==> src/rtl/cpu_pkg.sv <==
// ============================================================================
//  Module   : cpu_pkg
//  Purpose  : Shared types, defaults and sign helpers for the execute-stage
//             multiply/divide unit.
//  Revision : 1.0 - initial release
// ============================================================================
`default_nettype none

package cpu_pkg;

  // Default operand width of the multiply/divide unit.
  localparam int DATA_W_DEF = 64;

  // Working width of the sign helpers.  Callers zero-extend into this width
  // and slice the result back, so operands up to 127 bits are supported.
  localparam int MD_WIDE_W = 256;

  typedef logic [MD_WIDE_W-1:0] md_wide_t;

  // Operation encoding as seen on the 2-bit op input.
  typedef enum logic [1:0] {
    MULU = 2'b00,
    MUL  = 2'b01,
    DIVU = 2'b10,
    DIV  = 2'b11
  } md_op_e;

  // Control FSM states.
  typedef enum logic [1:0] {
    IDLE = 2'b00,
    RUN  = 2'b01,
    FIX  = 2'b10
  } md_state_e;

  // Two's-complement negation when en is set, pass-through otherwise.
  function automatic md_wide_t neg2(input md_wide_t v, input logic en);
    return en ? (~v + md_wide_t'(1)) : v;
  endfunction

  // Magnitude of a zero-extended value whose sign bit is supplied separately.
  // The low bits of the result are the unsigned magnitude, so |MIN| is exact.
  function automatic md_wide_t abs_val(input md_wide_t v, input logic is_neg);
    return neg2(v, is_neg);
  endfunction

endpackage

`default_nettype wire

==> src/rtl/md_datapath.sv <==
// ============================================================================
//  Module   : md_datapath
//  Purpose  : Operand capture, shift-add / restoring-divide iteration and
//             final sign correction for mul_div_unit.
//  Revision : 1.0 - initial release
// ============================================================================
`default_nettype none

module md_datapath
  import cpu_pkg::*;
#(
  parameter int DATA_W = DATA_W_DEF
) (
  input  logic              clk,
  input  logic              reset,
  input  logic              load,
  input  logic              step,
  input  logic              fix_wr,
  input  md_op_e            op,
  input  logic [DATA_W-1:0] rs_val,
  input  logic [DATA_W-1:0] rt_val,
  output logic [DATA_W-1:0] hi,
  output logic [DATA_W-1:0] lo,
  output logic              div_by_zero
);

  // Working registers.  r_acc is the product high half (MUL) or the partial
  // remainder (DIV); r_shf is the multiplier / dividend that shifts out while
  // product bits / quotient bits shift in.  r_addend is the magnitude that is
  // added (MUL) or trial-subtracted (DIV) every step.
  logic [DATA_W-1:0] r_acc;
  logic [DATA_W-1:0] r_shf;
  logic [DATA_W-1:0] r_addend;
  logic [DATA_W-1:0] r_rs_raw;
  logic              r_is_div;
  logic              r_neg_res;
  logic              r_neg_rem;
  logic              r_dz;

  logic              w_rs_neg;
  logic              w_rt_neg;
  logic              w_is_div;
  md_wide_t          w_rs_wide;
  md_wide_t          w_rt_wide;
  md_wide_t          w_mag_a;
  md_wide_t          w_mag_b;

  logic [DATA_W:0]   w_mul_sum;
  logic [DATA_W-1:0] w_mul_acc;
  logic [DATA_W-1:0] w_mul_shf;
  logic [DATA_W+1:0] w_div_trial;
  logic              w_div_ok;
  logic [DATA_W-1:0] w_div_acc;
  logic [DATA_W-1:0] w_div_shf;

  md_wide_t          w_prod_raw;
  md_wide_t          w_prod_fix;
  md_wide_t          w_quo_raw;
  md_wide_t          w_quo_fix;
  md_wide_t          w_rem_raw;
  md_wide_t          w_rem_fix;
  logic [DATA_W-1:0] w_hi_res;
  logic [DATA_W-1:0] w_lo_res;
  logic              w_unused;

  // Operand magnitudes and sign flags for the op being started.
  always_comb begin
    w_is_div  = op[1];
    w_rs_neg  = op[0] & rs_val[DATA_W-1];
    w_rt_neg  = op[0] & rt_val[DATA_W-1];
    w_rs_wide = '0;
    w_rs_wide[DATA_W-1:0] = rs_val;
    w_rt_wide = '0;
    w_rt_wide[DATA_W-1:0] = rt_val;
    w_mag_a   = abs_val(w_rs_wide, w_rs_neg);
    w_mag_b   = abs_val(w_rt_wide, w_rt_neg);
  end

  // One iteration of each algorithm; the FSM picks which one applies.
  always_comb begin
    w_mul_sum   = {1'b0, r_acc} + {1'b0, r_addend & {DATA_W{r_shf[0]}}};
    w_mul_acc   = w_mul_sum[DATA_W:1];
    w_mul_shf   = {w_mul_sum[0], r_shf[DATA_W-1:1]};
    // Two guard bits: {rem,bit} may reach 2^DATA_W, so the borrow sits above it.
    w_div_trial = {1'b0, r_acc, r_shf[DATA_W-1]} - {2'b00, r_addend};
    w_div_ok    = ~w_div_trial[DATA_W+1];
    w_div_acc   = w_div_ok ? w_div_trial[DATA_W-1:0]
                           : {r_acc[DATA_W-2:0], r_shf[DATA_W-1]};
    w_div_shf   = {r_shf[DATA_W-2:0], w_div_ok};
  end

  // Sign correction and divide-by-zero override of the final result.
  always_comb begin
    w_prod_raw = '0;
    w_prod_raw[2*DATA_W-1:0] = {r_acc, r_shf};
    w_prod_fix = neg2(w_prod_raw, r_neg_res);
    w_quo_raw  = '0;
    w_quo_raw[DATA_W-1:0] = r_shf;
    w_quo_fix  = neg2(w_quo_raw, r_neg_res);
    w_rem_raw  = '0;
    w_rem_raw[DATA_W-1:0] = r_acc;
    w_rem_fix  = neg2(w_rem_raw, r_neg_rem);
    if (r_is_div && r_dz) begin
      w_hi_res = r_rs_raw;
      w_lo_res = '1;
    end else if (r_is_div) begin
      w_hi_res = w_rem_fix[DATA_W-1:0];
      w_lo_res = w_quo_fix[DATA_W-1:0];
    end else begin
      w_hi_res = w_prod_fix[2*DATA_W-1:DATA_W];
      w_lo_res = w_prod_fix[DATA_W-1:0];
    end
  end

  // Upper bits of the wide helpers are zero by construction.
  assign w_unused = ^{w_mag_a[MD_WIDE_W-1:DATA_W], w_mag_b[MD_WIDE_W-1:DATA_W],
                      w_prod_fix[MD_WIDE_W-1:2*DATA_W],
                      w_quo_fix[MD_WIDE_W-1:DATA_W], w_rem_fix[MD_WIDE_W-1:DATA_W],
                      w_div_trial[DATA_W]};

  // Capture on start, iterate while running.
  always_ff @(posedge clk) begin
    if (reset) begin
      r_acc     <= '0;
      r_shf     <= '0;
      r_addend  <= '0;
      r_rs_raw  <= '0;
      r_is_div  <= 1'b0;
      r_neg_res <= 1'b0;
      r_neg_rem <= 1'b0;
      r_dz      <= 1'b0;
    end else if (load) begin
      r_acc     <= '0;
      r_shf     <= w_is_div ? w_mag_a[DATA_W-1:0] : w_mag_b[DATA_W-1:0];
      r_addend  <= w_is_div ? w_mag_b[DATA_W-1:0] : w_mag_a[DATA_W-1:0];
      r_rs_raw  <= rs_val;
      r_is_div  <= w_is_div;
      r_neg_res <= w_rs_neg ^ w_rt_neg;
      r_neg_rem <= w_rs_neg;
      r_dz      <= w_is_div && (rt_val == '0);
    end else if (step) begin
      r_acc     <= r_is_div ? w_div_acc : w_mul_acc;
      r_shf     <= r_is_div ? w_div_shf : w_mul_shf;
    end
  end

  // Architectural results change only on a completed, non-aborted op.
  always_ff @(posedge clk) begin
    if (reset) begin
      hi          <= '0;
      lo          <= '0;
      div_by_zero <= 1'b0;
    end else if (fix_wr) begin
      hi          <= w_hi_res;
      lo          <= w_lo_res;
      div_by_zero <= r_is_div && r_dz;
    end
  end

endmodule

`default_nettype wire

==> src/rtl/mul_div_unit.sv <==
// ============================================================================
//  Module   : mul_div_unit
//  Purpose  : Iterative one-bit-per-cycle multiply/divide unit producing a
//             HI/LO pair, with busy/done handshake and abort for flushes.
//  Revision : 1.0 - initial release
// ============================================================================
`default_nettype none

module mul_div_unit
  import cpu_pkg::*;
#(
  parameter int DATA_W = DATA_W_DEF
) (
  input  logic              clk,
  input  logic              reset,
  input  logic              start,
  input  logic [1:0]        op,
  input  logic [DATA_W-1:0] rs_val,
  input  logic [DATA_W-1:0] rt_val,
  input  logic              abort,
  output logic              busy,
  output logic              done,
  output logic [DATA_W-1:0] hi,
  output logic [DATA_W-1:0] lo,
  output logic              div_by_zero
);

  localparam int CNT_W = $clog2(DATA_W);

  md_state_e        r_state;
  md_state_e        w_state_next;
  logic [CNT_W-1:0] r_count;
  logic             r_done;
  logic             w_last;
  logic             w_load;
  logic             w_step;
  logic             w_fix_wr;

  assign w_last = (r_count == CNT_W'(DATA_W - 1));

  // State register.
  always_ff @(posedge clk) begin
    if (reset) begin
      r_state <= IDLE;
    end else begin
      r_state <= w_state_next;
    end
  end

  // Next-state logic; abort always returns to IDLE and beats start.
  always_comb begin
    w_state_next = r_state;
    case (r_state)
      IDLE:    if (start && !abort) w_state_next = RUN;
      RUN:     if (abort) w_state_next = IDLE;
               else if (w_last) w_state_next = FIX;
      FIX:     w_state_next = IDLE;
      default: w_state_next = IDLE;
    endcase
  end

  // Output/control decode from the current state.
  always_comb begin
    busy     = (r_state != IDLE);
    w_load   = (r_state == IDLE) && start && !abort;
    w_step   = (r_state == RUN) && !abort;
    w_fix_wr = (r_state == FIX) && !abort;
  end

  // Iteration counter: 0..DATA_W-1 across the RUN edges, zero elsewhere.
  always_ff @(posedge clk) begin
    if (reset || abort || (r_state != RUN) || w_last) begin
      r_count <= '0;
    end else begin
      r_count <= r_count + CNT_W'(1);
    end
  end

  // done pulses for one cycle after the result write.
  always_ff @(posedge clk) begin
    if (reset) begin
      r_done <= 1'b0;
    end else begin
      r_done <= w_fix_wr;
    end
  end

  assign done = r_done;

  md_datapath #(
    .DATA_W (DATA_W)
  ) u_datapath (
    .clk         (clk),
    .reset       (reset),
    .load        (w_load),
    .step        (w_step),
    .fix_wr      (w_fix_wr),
    .op          (md_op_e'(op)),
    .rs_val      (rs_val),
    .rt_val      (rt_val),
    .hi          (hi),
    .lo          (lo),
    .div_by_zero (div_by_zero)
  );

endmodule

`default_nettype wire

==> config.mk <==
export PLATFORM = sky130hd
export DESIGN_NAME = mul_div_unit
export DESIGN_NICKNAME = d
export VERILOG_FILES = /design/src/rtl/cpu_pkg.sv /design/src/rtl/md_datapath.sv /design/src/rtl/mul_div_unit.sv
export SDC_FILE = /design/constraint.sdc
export NUM_CORES = 2
export LEC_CHECK = 0
export CORE_MARGIN = 10
export CORE_UTILIZATION = 37
export CTS_CLUSTER_SIZE = 40
export DETAILED_ROUTE_END_ITERATION = 8
export GPL_TIMING_DRIVEN = 0
export PLACE_DENSITY = 0.64
export SYNTH_ARGS = -nofsm -noshare
export SYNTH_HDL_FRONTEND = slang
export SYNTH_SLANG_ARGS = --single-unit
export TNS_END_PERCENT = 10
==> constraint.sdc <==
create_clock -name clk -period 4.2 [get_ports clk]
set_input_delay 1.05 -clock clk [delete_from_list [all_inputs] [get_ports clk]]
set_output_delay 1.05 -clock clk [all_outputs]
set_load 0.02 [all_outputs]
After elaboration in Yosys (flattened, before gate mapping)
Cells that the tools add are included.
Widths: inputs -> output; s select.
Storage, ports and cells
  flip-flop bits (word level): 398
  output and inout bits: 131
Operators by class
  add/sub/neg operators: 8
  equality and inequality tests: 6
  muxes and demuxes: 20
  bitwise operators: 10
  reductions and logical operators: 17
Operator list (count)
  $mux 64: 15
  $add 64x1->64 const B: 4
  $not 64->64: 4
  $add 128x1->128 const B: 1
  $mux 128: 1
  $not 128->128: 1
  $sub 65x64->66: 1
  $add 64x64->65: 1
  $and 64x64->64: 1
  $logic_not 64->1: 1
  $logic_and 1x1->1: 7
  $add 6x1->6 const B: 1
  $eq 6x6->1 const B: 1
  $mux 2: 3
  $pmux 2 s2: 1
  $reduce_bool 2->1: 2
  $logic_or 1x1->1: 3
  $ne 3x3->1 const B: 1
  $and 1x1->1: 2
  $eq 2x1->1 const B: 1
  $eq 2x2->1 const B: 1
  $logic_not 2->1: 1
  $ne 2x1->1 const B: 1
  $ne 2x2->1 const B: 1
  other kinds (5): 5

Depth between registers and ports, before layout
  depth in word-level cells: 5
  gate-level depth with buffers: 17
  mapped depth without buffers: 14

Modules after synthesis
Synthesis repeated with hierarchy kept, for this count alone.
Second synthesis, totals
  cells, all modules: 4464
  area, all modules: 32074.5 µm²
Modules (own cells, without submodules)
  md_datapath: instances 1, cells an instance 4428, area each 31709.2 µm², seq. area each 7787.5 µm²
  mul_div_unit: instances 1, cells an instance 36, area each 365.4 µm², seq. area each 180.2 µm²

Worst setup path before layout
Ideal clock, no wire load.
  kind: register to register
  start: register u_datapath.r_shf[0]
  end: register u_datapath.r_acc[62]
  setup time: 0.070 ns
  data arrival time: 4.149 ns
  data required time: 4.130 ns
  path slack: -0.019 ns
  cell stages (with the launch flop): 17
  period minus slack after synthesis: 4.219 ns
  path through: dfxtp_1 -> inv_1 -> clkbuf_1 -> clkbuf_1 -> nor2_1 -> ha_1 -> clkbuf_1 -> nand4_1 -> or4b_2 -> a211oi_1 -> o21ai_0 -> o21ai_0 -> a22o_1 -> a211oi_1 -> or4b_2 -> a41o_1 -> a21oi_1
Between the ends
  word-level cells in the longest chain between the ends: 3
Ends and longest elaborated chain
  start, declared: line md_datapath.sv:32  | logic [DATA_W-1:0] r_shf;
  start signal, assigned: line md_datapath.sv:134  | r_shf <= w_is_div ? w_mag_a[DATA_W-1:0] : w_mag_b[DATA_W-1:0];
  start signal, assigned: line md_datapath.sv:143  | r_shf <= r_is_div ? w_div_shf : w_mul_shf;
  $and 64x64->64: line md_datapath.sv:81  | w_mul_sum = {1'b0, r_acc} + {1'b0, r_addend & {DATA_W{r_shf[0]}}};
  $add 64x64->65: line md_datapath.sv:81
  $mux 64: line md_datapath.sv:142  | r_acc <= r_is_div ? w_div_acc : w_mul_acc;
  end signal, assigned: line md_datapath.sv:142
  end, declared: line md_datapath.sv:31  | logic [DATA_W-1:0] r_acc;
Every way passes these cells.
A chain may end at the register's enable or synchronous reset.

Worst setup path in the final report
  start: input port abort
  end: register u_datapath.r_acc[12]
Between the ends
  word-level cells in the longest chain between the ends: 3
  elaborated cells on any way between the ends: 4
Ends and longest elaborated chain
  start, declared: line mul_div_unit.sv:20  | input logic abort,
  $logic_not 1->1 (*): line mul_div_unit.sv:65, mul_div_unit.sv:66
  $logic_and 1x1->1: line mul_div_unit.sv:65  | w_load = (r_state == IDLE) && start && !abort;
  $reduce_or 2->1 (no source line)
Mark *: on every way between the ends. The rest lies on a longest branch, timed or not.

==> flow_metrics.env <==
export IMPL_drt_iter0_drc=5537
export IMPL_yosysSeqAreaShare=0.259
export IMPL_layout_nets=4931
export IMPL_p_sw_frac=0.364
export IMPL_async_reset_ff_frac=0
export IMPL_internal_power_mw=7.88
export IMPL_power_density_nw_per_um2=329
export IMPL_timing_reg2reg_setup_slack_ns=-0.08
export IMPL_clk_latency_ns=0.65
export IMPL_critPathMaxFanout=13
export IMPL_path_clk_slew_ns=0.06
export IMPL_first_pass_iters=6
export IMPL_violations="capacitance limit, setup timing"
export IMPL_fin_cells=5778
export IMPL_dp_cells=5670
export IMPL_grt_max_degree=14
export IMPL_yosys_top_cells_area="dfxtp_1 (26%), a21oi_1 (9.0%), o21ai_0 (6.7%), nand2_1 (6.7%), xor2_1 (5.8%)"
export IMPL_cp_arrival_ns=4.87
export IMPL_numPortBuffers=261
export IMPL_yosys_area_top_type="dfxtp_1"
export IMPL_endpoint_kind="flop"
export IMPL_ctsRootBufferMaster="clkbuf_16"
export IMPL_fillers=8599
export IMPL_grt_ovfl_total=0
export IMPL_post_route_drc_count=0
export IMPL_rows=105
export IMPL_min_path_type="flop to flop"
export IMPL_ys_seq_elements=398
export IMPL_fmaxAchievable_mhz=231
export IMPL_tightest_slew_ns=1.49
export IMPL_crit_type="primary input to flop"
export IMPL_reg2reg_depth=17
export IMPL_holdPathStages=2
export IMPL_yosys_warnings=0
export IMPL_clkPwrFrac=0.390
export IMPL_timing_rr_start="u_datapath.r_shf[0]"
export IMPL_pin_count=265
export IMPL_die_height_um=309
export IMPL_syn_to_final_growth_pct=22.0
export IMPL_yosysTopAreaCellShare=0.259
export IMPL_p_total_mw=12.4
export IMPL_fp_dieW_um=309
export IMPL_wl_um=174000
export IMPL_synth_cells=4337
export IMPL_wl_per_cell_um=30.0
export IMPL_grt_usage=0.344
export IMPL_cp_required_ns=4.73
export IMPL_numCtsBuffers=49
export IMPL_syn_area_um2=30800
export IMPL_layout_min_cycle_time_ns=4.33
export IMPL_num_vias=36700
export IMPL_antenna_found_initial=8
export IMPL_clock_skew_ns=0.0474
export IMPL_ctsHoldBuffers=0
export IMPL_routabilityCongestion=1.02
export IMPL_setup_violations=21
export IMPL_grt_pass1_vias=34000
export IMPL_syn_area_per_cell_um2=7.10
export IMPL_vdd_drop_max_uv=289
export IMPL_core_um2=82400
export IMPL_drv_slew=0
export IMPL_clock_path_buffers=3
export IMPL_finalWorstSetupSlack_ns=-0.133
export IMPL_die_area_um2=95200
export IMPL_relSlewSlack=0.00556
export IMPL_drive_above_1_share=0.0645
export IMPL_synth_cell_types=88
export IMPL_hold_violations=0
export IMPL_status="finished with violations"
export IMPL_pwr_share_seq=0.328
export IMPL_r2r_end="u_datapath.r_acc[62]"
export IMPL_synth_nets=4606
export IMPL_ant_nets=0
export IMPL_min_from="u_datapath.hi[25]"
export IMPL_initial_core_util=0.374
export IMPL_max_cap_viol_count=1
export IMPL_synth_top_flop_cell="dfxtp_1"
export IMPL_synth_edf_count=0
export IMPL_p_sw_mw=4.51
export IMPL_startpoint_type="primary input"
export IMPL_place_hpwl_um=139000
export IMPL_numClockSinks=398
export IMPL_cts_tree="done"
export IMPL_grt_first_pass_wirelength_um=242000
export IMPL_rsz0062_at_grt="true"
export IMPL_htreeDepth=2
export IMPL_p_leak_nw=13.8
export IMPL_holdPathEnd="u_datapath.hi[25]"
export IMPL_combPwrFrac=0.281
export IMPL_post_route_period_util=1.03
export IMPL_vias_per_cell=6.35
==> how the worst max path moves through the flow <==
stage                              start              endpoint
floorplan            u_datapath.r_shf[0]  u_datapath.r_acc[62]
global placement     u_datapath.r_shf[0]  u_datapath.r_acc[61]
detailed placement   u_datapath.r_shf[0]  u_datapath.r_acc[62]
CTS                 u_datapath.r_shf[50]     u_datapath.hi[53]
global route         u_datapath.r_shf[0]  u_datapath.r_acc[62]
finish                             abort  u_datapath.r_acc[12]
==> state kept, by name, summed over array words and instances (netlist names) <==
signal and cells:
u_datapath.r_rs_raw 64, u_datapath.hi 64, r_state 2, u_datapath.r_shf 64
u_datapath.lo 64, done 1, u_datapath.r_acc 64, u_datapath.r_is_div 1
r_count 6, u_datapath.r_neg_rem 1, u_datapath.r_neg_res 1, u_datapath.r_dz 1
u_datapath.r_addend 64, u_datapath.div_by_zero 1
==> kinds of logic after synthesis <==
kind of cell	count (synthesis)	share of synthesized area
adder cells (fa/ha/maj)	135	0.0553
AND/OR/NAND/NOR	1427	0.209
multiplexers	89	0.0290
flip-flops	398	0.259
AO/OA/AOI/OAI	1499	0.292
buffers and inverters	429	0.0536
XOR/XNOR	360	0.102
==> repair_timing <==
action / in CTS / in global routing
setup endpoints to repair: 189 / 134
setup buffers: 10 / 13
pin swaps: 13 / 24
gates resized for setup: 140 / 90
==> through the flow <==
step / worst slack (ns) / hold slack, ns / TNS, ns / utilization / area (um^2)
6_report: -0.133 / 0.442 / -0.910 / 0.456 / 37600
3_3_place_gp: -2.40 / 0.433 / -226.09 / 0.422 / 34800
4_1_cts: -0.0451 / 0.448 / -0.0695 / 0.451 / 37200
5_1_grt: -0.207 / 0.470 / -1.58 / 0.456 / 37600
2_1_floorplan: 0.0681 / 0.418 / 0 / - / 30800
3_5_place_dp: -2.20 / 0.439 / -180.96 / 0.422 / 34800
==> power groups by stage <==
stage | clock network (mW) | registers, mW | logic (mW)
floorplan | 0 | 4.07 | 1.99
global placement | 0 | 4.13 | 3.20
detailed placement | 0 | 4.14 | 3.20
CTS | 4.79 | 4.05 | 3.28
global route | 4.94 | 4.07 | 3.65
finish | 4.83 | 4.07 | 3.49
==> final cells by class <==
type	count	area, um^2	area share
well taps	1070	1340	0.0356
repair buffers	287	2840	0.0755
clock inverters	25	400	0.0107
inverters	109	409	0.0109
plain buffers	307	1290	0.0344
flip-flops and latches	398	7980	0.212
diodes	10	25.0	0.000666
clock buffers	62	1370	0.0363
multi-input cells	3510	21900	0.584
==> layer usage <==
metal | part of all wire | global-route usage
met5 | 0.00012 | 0
met4 | 0.057 | 0.167
met3 | 0.12 | 0.0890
met2 | 0.40 | 0.487
met1 | 0.42 | 0.477
==> synthesized netlist by cell type, types with 42 or more instances <==
master,instances
mux2i_1,87
clkbuf_1,289
a21o_1,51
o31ai_1,45
xor2_1,203
nand3_1,58
nor3_1,79
nand4_1,42
dfxtp_1,398
a211oi_1,71
inv_1,108
a21oi_1,554
nor2_1,447
ha_1,133
o21ai_0,415
xnor2_1,157
o211ai_1,98
nand2_1,547
nor4_1,47
==> worst max-delay path: stages <==
cell and delay, ns:
clkdlybuf4s50_1 0.55, nor3b_4 0.73, clkbuf_1 0.83, buf_1 1.04, o21ai_0 0.24, a21oi_1 0.19
a21oi_1 0.06, nor2_1 0.16
==> cell usage in the layout, fill, tap and decap left out, drive strengths merged, types with 29 or more instances in the layout <==
cell type      synthesis  final
nor4                  48     48
nand4                 43     43
or3                   38     38
clkdlybuf4s50          0    255
nand2                547    547
o211ai                98     98
a31oi                 39     39
clkbuf               291    337
o31ai                 46     46
a21oi                555    555
a21o                  51     51
nor3                  79     79
or4                   29     29
nand3                 58     58
dfxtp                398    398
xnor2                157    157
mux2i                 87     87
ha                   133    133
inv                  109    111
a211oi                71     71
xor2                 203    203
o21ai                417    417
buf                   28     55
nor2                 447    447
(Power assumes the default switching activity.)
